$ cat config.mk
export PLATFORM = sky130hd
export DESIGN_NAME = mux_scan_seq_flat
export DESIGN_NICKNAME = d
export VERILOG_FILES = /design/src/rtl/mux_scan_pkg.sv /design/src/rtl/mux_scan_seq_if.sv /design/src/rtl/mux_dwell_timer.sv /design/src/rtl/mux_scan_seq.sv /design/src/flat_wrapper.sv
export SDC_FILE = /design/constraint.sdc
export NUM_CORES = 1
export LEC_CHECK = 0
export CAP_MARGIN = 20
export CORE_UTILIZATION = 30
export CTS_CLUSTER_SIZE = 14
export DETAILED_ROUTE_END_ITERATION = 6
export GPL_TIMING_DRIVEN = 0
export PLACE_DENSITY_LB_ADDON = 0.25
export SKIP_CTS_REPAIR_TIMING = 1
export SLEW_MARGIN = 40
export SYNTH_ARGS = -nofsm -noshare
export SYNTH_HDL_FRONTEND = slang
export SYNTH_SLANG_ARGS = --single-unit
$ cat constraint.sdc
create_clock -name clk -period 5.8 [get_ports clk]
set_clock_uncertainty 0.1 [all_clocks]
set_input_delay 1.16 -clock clk [delete_from_list [all_inputs] [get_ports clk]]
set_output_delay 1.16 -clock clk [all_outputs]
set_load 0.05 [all_outputs]
$ cat src/rtl/mux_scan_pkg.sv
// Shared types and constants for the 4:1 mux scan sequencer.
package mux_scan_pkg;

  localparam int unsigned NUM_CH = 4;
  localparam int unsigned SEL_W  = 2;

  typedef logic [SEL_W-1:0] ch_t;

  typedef enum logic [1:0] {
    IDLE,
    SETTLE,
    HOLD
  } state_t;

  // Lowest enabled channel at or above 'from'; MSB of the result is the found flag.
  function automatic logic [SEL_W:0] first_en(input logic [NUM_CH-1:0] mask,
                                              input int unsigned from);
    logic found;
    ch_t  idx;
    found = 1'b0;
    idx   = '0;
    for (int unsigned k = 0; k < NUM_CH; k++) begin
      if (!found && k >= from && mask[k[SEL_W-1:0]]) begin
        found = 1'b1;
        idx   = k[SEL_W-1:0];
      end
    end
    return {found, idx};
  endfunction

endpackage

$ cat src/rtl/mux_scan_seq_if.sv
// Scan control, mux select/sample and result handshake bundle for mux_scan_seq.
interface mux_scan_seq_if;
  import mux_scan_pkg::*;

  logic                start;
  logic                cont;
  logic [NUM_CH-1:0]   ch_mask;
  logic                y;
  logic                s1;
  logic                s0;
  logic                busy;
  logic                out_valid;
  logic                out_ready;
  logic [NUM_CH-1:0]   out_data;
  logic [7:0]          scan_cnt;

  modport master (
    output start, cont, ch_mask, y, out_ready,
    input  s1, s0, busy, out_valid, out_data, scan_cnt
  );

  modport slave (
    input  start, cont, ch_mask, y, out_ready,
    output s1, s0, busy, out_valid, out_data, scan_cnt
  );

endinterface

$ cat src/rtl/mux_dwell_timer.sv
// Dwell down-counter: load sets DWELL-1, counts down to 0 and holds; done when 0.
module mux_dwell_timer #(
  parameter int unsigned DWELL = 2
) (
  input  logic clk,
  input  logic rst_n,
  input  logic load,
  output logic done
);

  logic [7:0] cnt_q;

  always_ff @(posedge clk) begin
    if (!rst_n) begin
      cnt_q <= '0;
    end else if (load) begin
      cnt_q <= 8'(DWELL - 1);
    end else if (cnt_q != '0) begin
      cnt_q <= cnt_q - 8'd1;
    end
  end

  assign done = (cnt_q == '0);

endmodule

$ cat src/rtl/mux_scan_seq.sv
// Scans a downstream 4:1 mux by stepping {s1,s0}, sampling y after DWELL cycles per channel.
// Optional MUX_SCAN_SKIP_EN: channels with ch_mask bit 0 are skipped and read as 0.
module mux_scan_seq
  import mux_scan_pkg::*;
#(
  parameter int unsigned DWELL = 2
) (
  input  logic         clk,
  input  logic         rst_n,
  mux_scan_seq_if.slave bus
);

  state_t            state_q, state_d;
  ch_t               ch_q, ch_d;
  logic [NUM_CH-1:0] data_q, data_d;
  logic [7:0]        cnt_q, cnt_d;
  logic              load;
  logic              done;
  logic              first_ok, next_ok;
  ch_t               first_ch, next_ch;

  mux_dwell_timer #(.DWELL(DWELL)) u_timer (
    .clk  (clk),
    .rst_n(rst_n),
    .load (load),
    .done (done)
  );

  // Channel ordering is resolved here so the FSM below is identical in both builds.
`ifdef MUX_SCAN_SKIP_EN
  assign {first_ok, first_ch} = first_en(bus.ch_mask, 0);
  assign {next_ok, next_ch}   = first_en(bus.ch_mask, int unsigned'(ch_q) + 1);
`else
  logic unused_mask;
  assign unused_mask = ^bus.ch_mask;
  assign first_ok    = 1'b1;
  assign first_ch    = '0;
  assign next_ok     = (ch_q != ch_t'(NUM_CH - 1));
  assign next_ch     = ch_q + ch_t'(1);
`endif

  always_ff @(posedge clk) begin
    if (!rst_n) begin
      state_q <= IDLE;
      ch_q    <= '0;
      data_q  <= '0;
      cnt_q   <= '0;
    end else begin
      state_q <= state_d;
      ch_q    <= ch_d;
      data_q  <= data_d;
      cnt_q   <= cnt_d;
    end
  end

  always_comb begin
    state_d = state_q;
    ch_d    = ch_q;
    data_d  = data_q;
    cnt_d   = cnt_q;
    load    = 1'b0;
    unique case (state_q)
      IDLE: begin
        if (bus.start) begin
          data_d = '0;
          ch_d   = first_ch;
          load   = first_ok;
          state_d = first_ok ? SETTLE : HOLD;
        end
      end
      SETTLE: begin
        if (done) begin
          data_d[ch_q] = bus.y;
          if (next_ok) begin
            ch_d = next_ch;
            load = 1'b1;
          end else begin
            ch_d    = '0;
            state_d = HOLD;
          end
        end
      end
      HOLD: begin
        if (bus.out_ready) begin
          cnt_d = cnt_q + 8'd1;
          if (bus.cont) begin
            data_d  = '0;
            ch_d    = first_ch;
            load    = first_ok;
            state_d = first_ok ? SETTLE : HOLD;
          end else begin
            state_d = IDLE;
          end
        end
      end
      default: state_d = IDLE;
    endcase
  end

  assign {bus.s1, bus.s0} = (state_q == SETTLE) ? ch_q : '0;
  assign bus.busy         = (state_q != IDLE);
  assign bus.out_valid    = (state_q == HOLD);
  assign bus.out_data     = data_q;
  assign bus.scan_cnt     = cnt_q;

endmodule
$ cat src/flat_wrapper.sv
// flat-port wrapper written by rule: the top's interface ports become plain ports
module mux_scan_seq_flat import mux_scan_pkg::*;
#(
  parameter int unsigned DWELL = 2
)
  (clk, rst_n, bus_start, bus_cont, bus_ch_mask, bus_y, bus_out_ready, bus_s1, bus_s0, bus_busy, bus_out_valid, bus_out_data, bus_scan_cnt);
  mux_scan_seq_if bus_i ();
  input  logic clk;
  input  logic rst_n;
  input wire logic [$bits(bus_i.start)-1:0] bus_start;
  input wire logic [$bits(bus_i.cont)-1:0] bus_cont;
  input wire logic [$bits(bus_i.ch_mask)-1:0] bus_ch_mask;
  input wire logic [$bits(bus_i.y)-1:0] bus_y;
  input wire logic [$bits(bus_i.out_ready)-1:0] bus_out_ready;
  output wire logic [$bits(bus_i.s1)-1:0] bus_s1;
  output wire logic [$bits(bus_i.s0)-1:0] bus_s0;
  output wire logic [$bits(bus_i.busy)-1:0] bus_busy;
  output wire logic [$bits(bus_i.out_valid)-1:0] bus_out_valid;
  output wire logic [$bits(bus_i.out_data)-1:0] bus_out_data;
  output wire logic [$bits(bus_i.scan_cnt)-1:0] bus_scan_cnt;
  assign bus_i.start = bus_start;
  assign bus_i.cont = bus_cont;
  assign bus_i.ch_mask = bus_ch_mask;
  assign bus_i.y = bus_y;
  assign bus_i.out_ready = bus_out_ready;
  assign bus_s1 = bus_i.s1;
  assign bus_s0 = bus_i.s0;
  assign bus_busy = bus_i.busy;
  assign bus_out_valid = bus_i.out_valid;
  assign bus_out_data = bus_i.out_data;
  assign bus_scan_cnt = bus_i.scan_cnt;
  mux_scan_seq #(.DWELL(DWELL)) u_core (.clk(clk), .rst_n(rst_n), .bus(bus_i));
endmodule
======== After elaboration in Yosys (flattened, before gate mapping) ========
Cells that the tools add are included.
operators by class
  add/sub/neg operators ................... 3
  magnitude comparators ................... 2
  equal/unequal tests ..................... 8
  multiplexer cells ....................... 29
  bitwise gates (word level) .............. 1
  reduce and logical (&&, ||, !) cells .... 11
operator list
  kind                 number
  $mux 2               10
  $mux 4               4
  $pmux 2 s3           2
  $pmux 4 s3           1
  $ne 2x2->1 const B   5
  $mux 1               9
  $add 8x1->8 const B  1
  $logic_not 8->1      1
  $reduce_bool 8->1    1
  $sub 8x1->8 const B  1
  $reduce_and 5->1     1
  $bwmux 4             1
  $reduce_and 4->1     1
  $reduce_bool 2->1    2
  $lt 2x3->1 const B   1
  $pmux 1 s3           1
  $reduce_bool 3->1    1
  $add 2x1->2 const B  1
  $demux 1 s2          1
  $eq 2x1->1 const B   1
  $eq 2x2->1 const B   1
  $ge 2x1->1 const B   1
  $logic_not 2->1      1
  $ne 2x1->1 const B   1
  other kinds (4)      4
storage, ports and cells
  register bits after elaboration ......... 24
  input port bits ......................... 10
  output and inout port bits .............. 16
  logic and storage cells ................. 60

======== Depth between registers and ports, before layout ========
Gate-level depths: netlist (run 1).
  depth in word-level cells ............... 7
  mapped depth ............................ 7

======== Cells and area by module ========
A second synthesis (run 1) with hierarchy kept.
second synthesis, totals
  cells, all modules ...................... 146
  area, all modules ....................... 1297.5 µm²
modules (own cells, without submodules)
  module           times used  cells each  area each (µm²)  sequential area each (µm²)
  mux_scan_seq     1           101         902.1            320.3
  mux_dwell_timer  1           45          395.4            160.2

======== Worst setup path after synthesis (run 1) ========
Ideal clock, no wire load.
  path type ............................... register to output
  start ................................... register u_core.state_q[0]
  end ..................................... output bus_s0
  arrival time ............................ 1398 ps
  required time ........................... 4540 ps
  path slack .............................. 3142 ps
  stages on the path, launching flop included .. 4
  path through ............................ dfxtp_1 clkbuf_1 nand2b_1 nor2_1
between the ends
  word-level cells in the longest chain between the ends .. 2
RTL lines
  element                 RTL line             text
  from (decl)             mux_scan_seq.sv:13   state_t state_q, state_d;
  from (signal assigned)  mux_scan_seq.sv:49   state_q <= state_d;
  $eq 2x1->1              mux_scan_seq.sv:100  assign {bus.s1, bus.s0} = (state_q == SETTLE) ? ch_q : '0;
  $mux 2                  mux_scan_seq.sv:100
  to (decl)               flat_wrapper.sv:16   output wire logic [$bits(bus_i.s0)-1:0] bus_s0;
No other way between the ends.

======== Worst setup path after layout (run 1) ========
Same ends and word-level chain as after synthesis.

==> flow_metrics.tcl, run 1 <==
set metrics [dict create \
    syn_nets 152 \
    drt-initial-drc-count 14 \
    drc 0 \
    setup_viol 0 \
    hp-class "reg2reg" \
    p_clk_share_pct 18.9 \
    p_switching_uw 216 \
    die_y_um 66.5 \
    wl_per_cell_um 12.3 \
    io_pins 26 \
    fmax_ghz 0.291 \
    cts_root_buf "clkbuf_8" \
    final.min_clock_period_ns 3.43 \
    start_util_pct 31.2 \
    layout_commonest_cell "dfxtp_1" \
    synthFlopType "dfxtp_1" \
    power_frac_comb_pct 44.3 \
    drv_cap 0 \
    yosys_warnings 0 \
    cp-end-kind "output pin" \
    cp-start-kind "register" \
    period_share_pct 59.2 \
    n_antenna_cell 0 \
    area_delta_synth_final_pct 26.3 \
    synth_edf_count 0 \
    async_reset_ff_share_pct 0 \
    synth_area_um2 1250 \
    critPathKind "reg2out" \
    hold_viol_final 0 \
    slew_headroom_pct 66.1 \
    coreArea_um2 4000 \
    grt_pass1_vias 988 \
    grt_usage_pct 13.4 \
    grt_antenna_before_repair 0 \
    switching_share_pct 36.1 \
    portBuffers 21 \
    die_x_um 66.5 \
    crit_arrival_ns 2.17 \
    final-max-slew-violation-count 0 \
    rsz0062_at_grt "no" \
    synthesis.instances 135 \
    cts_sinks 24 \
    die-area_um2 4420 \
    path_max_fanout 10 \
    vias_per_cell 4.84 \
    fin_util_pct 39.3 \
    ys_types 37 \
    internal_power_uw 381 \
    worst_pin_slew_ns 0.508 \
    mostFrequentLayoutCells "24 x dfxtp_1, 21 x clkdlybuf4s50_1, 10 x nor2_1, 10 x xnor2_1" \
    synth_seq_cells 24 \
    num_rows 23 \
    gp_congestion 0.754 \
    p_per_area_nw_per_um2 379 \
    htreeDepth 1 \
    detail-route-antenna-nets 0 \
    yosysSeqAreaShare_pct 38.6 \
    layout-drive-gt1-share_pct 8.75 \
    status "complete, no violations" \
    numCtsBuffers 3 \
    grt_max_degree 14 \
    syn_area_per_cell_um2 9.23 \
    clk_path_buf_depth 2 \
    dp_hpwl_mm 1.96 \
    p_leak_nw 0.640 \
    cts_tree "done" \
    vias 1017 \
    seq_power_share_pct 36.9 \
    overflow 0 \
    wl_mm 2.58 \
    tns_ns 0 \
    critPathRequiredTime_ns 4.54 \
    grt_pass1_wl_mm 4.56 \
    final_nets 178 \
    max-vdd-ir-drop_mv 0.128 \
    cts.clk_slew.worst_paths_ns 0.09 \
    clk_latency_ns 0.26 \
    first_pass_iters 4 \
]
[cell usage after synthesis, drive strengths merged, types with 2 or more instances]
| library cell | number | share of area (%) |
|---|---|---|
| dfxtp | 24 | 39 |
| nor2 | 10 | 3.0 |
| xnor2 | 10 | 7.0 |
| ha | 7 | 7.0 |
| nand2 | 7 | 2.1 |
| and2 | 6 | 3.0 |
| inv | 6 | 1.8 |
| clkbuf | 5 | 1.5 |
| nor2b | 5 | 2.5 |
| o211ai | 5 | 3.0 |
| a32o | 4 | 3.6 |
| mux2i | 4 | 3.2 |
| nand4 | 4 | 2.0 |
| nor3 | 4 | 2.5 |
| o21ai | 4 | 1.9 |
| and3 | 3 | 1.5 |
| nand3 | 3 | 1.2 |
| a21o | 2 | 1.2 |
| a2bb2oi | 2 | 1.4 |
| buf | 2 | 1.3 |
| nand2b | 2 | 1.0 |
| nor3b | 2 | 1.2 |
| nor4 | 2 | 1.0 |
| or2 | 2 | 1.0 |
| xor2 | 2 | 1.4 |
[kinds of logic after synthesis]
group,Yosys count,synth area share (%)
compound gates,20,13.0
simple gates,55,25.2
fa+ha+maj,7,7.03
mux,4,3.21
buf+inv,13,4.62
flops,24,38.6
xor+xnor,12,8.43
[cell type report]
cell class / count / area (um2)
fillers: 379 / 2430
multi-input cells: 98 / 708
flip-flops and latches: 24 / 480
repair buffers: 21 / 210
well taps: 50 / 62.6
clock buffers: 4 / 55.1
plain buffers: 7 / 35.0
inverters: 6 / 22.5
[power by group through the flow]
stage | clock, mW | combinational, mW | sequential (mW)
6_report | 0.113 | 0.264 | 0.220
5_1_grt | 0.124 | 0.293 | 0.225
4_1_cts | 0.117 | 0.266 | 0.219
3_5_place_dp | 0 | 0.264 | 0.223
3_3_place_gp | 0 | 0.256 | 0.221
2_1_floorplan | 0 | 0.218 | 0.219
[worst max-delay path, cell delays in order (launching register included)]
cell and delay, ns:
dfxtp_1 0.33, clkbuf_1 0.34, nand2b_1 0.27, nor2_1 0.15
clkdlybuf4s50_1 0.81
[stage by stage]
step / area (um2) / power (mW) / std cells / hold slack, ns / setup WS, ns
after global placement: 1520 / 0.478 / 206 / 0.386 / 2.71
final: 1570 / 0.597 / 210 / 0.406 / 2.37
after CTS: 1570 / 0.602 / 210 / 0.414 / 2.37
after floorplan: 1250 / 0.436 / 135 / 0.371 / 3.14
after global routing: 1570 / 0.642 / 210 / 0.437 / 2.23
after detailed placement: 1520 / 0.488 / 206 / 0.394 / 2.70
[final timing paths]
check / start / to / slack (ns) / cells past startpoint
worst min-delay path: u_core.ch_q[1] / u_core.ch_q[1] / 0.41 / 2
worst max register to register: u_core.u_timer.cnt_q[0] / u_core.bus.out_data[3] / 3.78 / 7
worst max-delay path: u_core.state_q[0] / bus_s0 / 2.37 / 4
worst min register to register: u_core.ch_q[1] / u_core.ch_q[1] / 0.41 / 2
[metal layers]
metal  global-route usage (%)  share of wire [%]  vias up
met5                        0                  0        -
met2                     22.2                 47       12
met3                     1.71                2.0        2
met1                     17.2                 50      479
li1                         -                  -      524
met4                     6.38               0.89        0
[flip-flops by register name, summed over array words and instances (netlist names)]
signal                count
u_core.ch_q               2
u_core.bus.out_data       4
u_core.u_timer.cnt_q      8
u_core.bus.scan_cnt       8
u_core.state_q            2
No activity file was read; power rests on OpenSTA's default activity.
==> inputs of run 2 (changes only) <==
- clock period: 5.8 -> 3.29 ns (I/O delays scaled with it)
==> results of run 2 <==
Same layout as run 1 (identical final DEF). Status: complete, no violations.
Main changes from that run: setup slack after placement 2.70 ns -> 0.690 ns; setup slack after layout 2.37 ns -> 0.357 ns; register-to-register setup slack 3.78 ns -> 1.27 ns; total power 0.597 mW -> 1.05 mW; worst IR drop on VDD 0.128 mV -> 0.226 mV
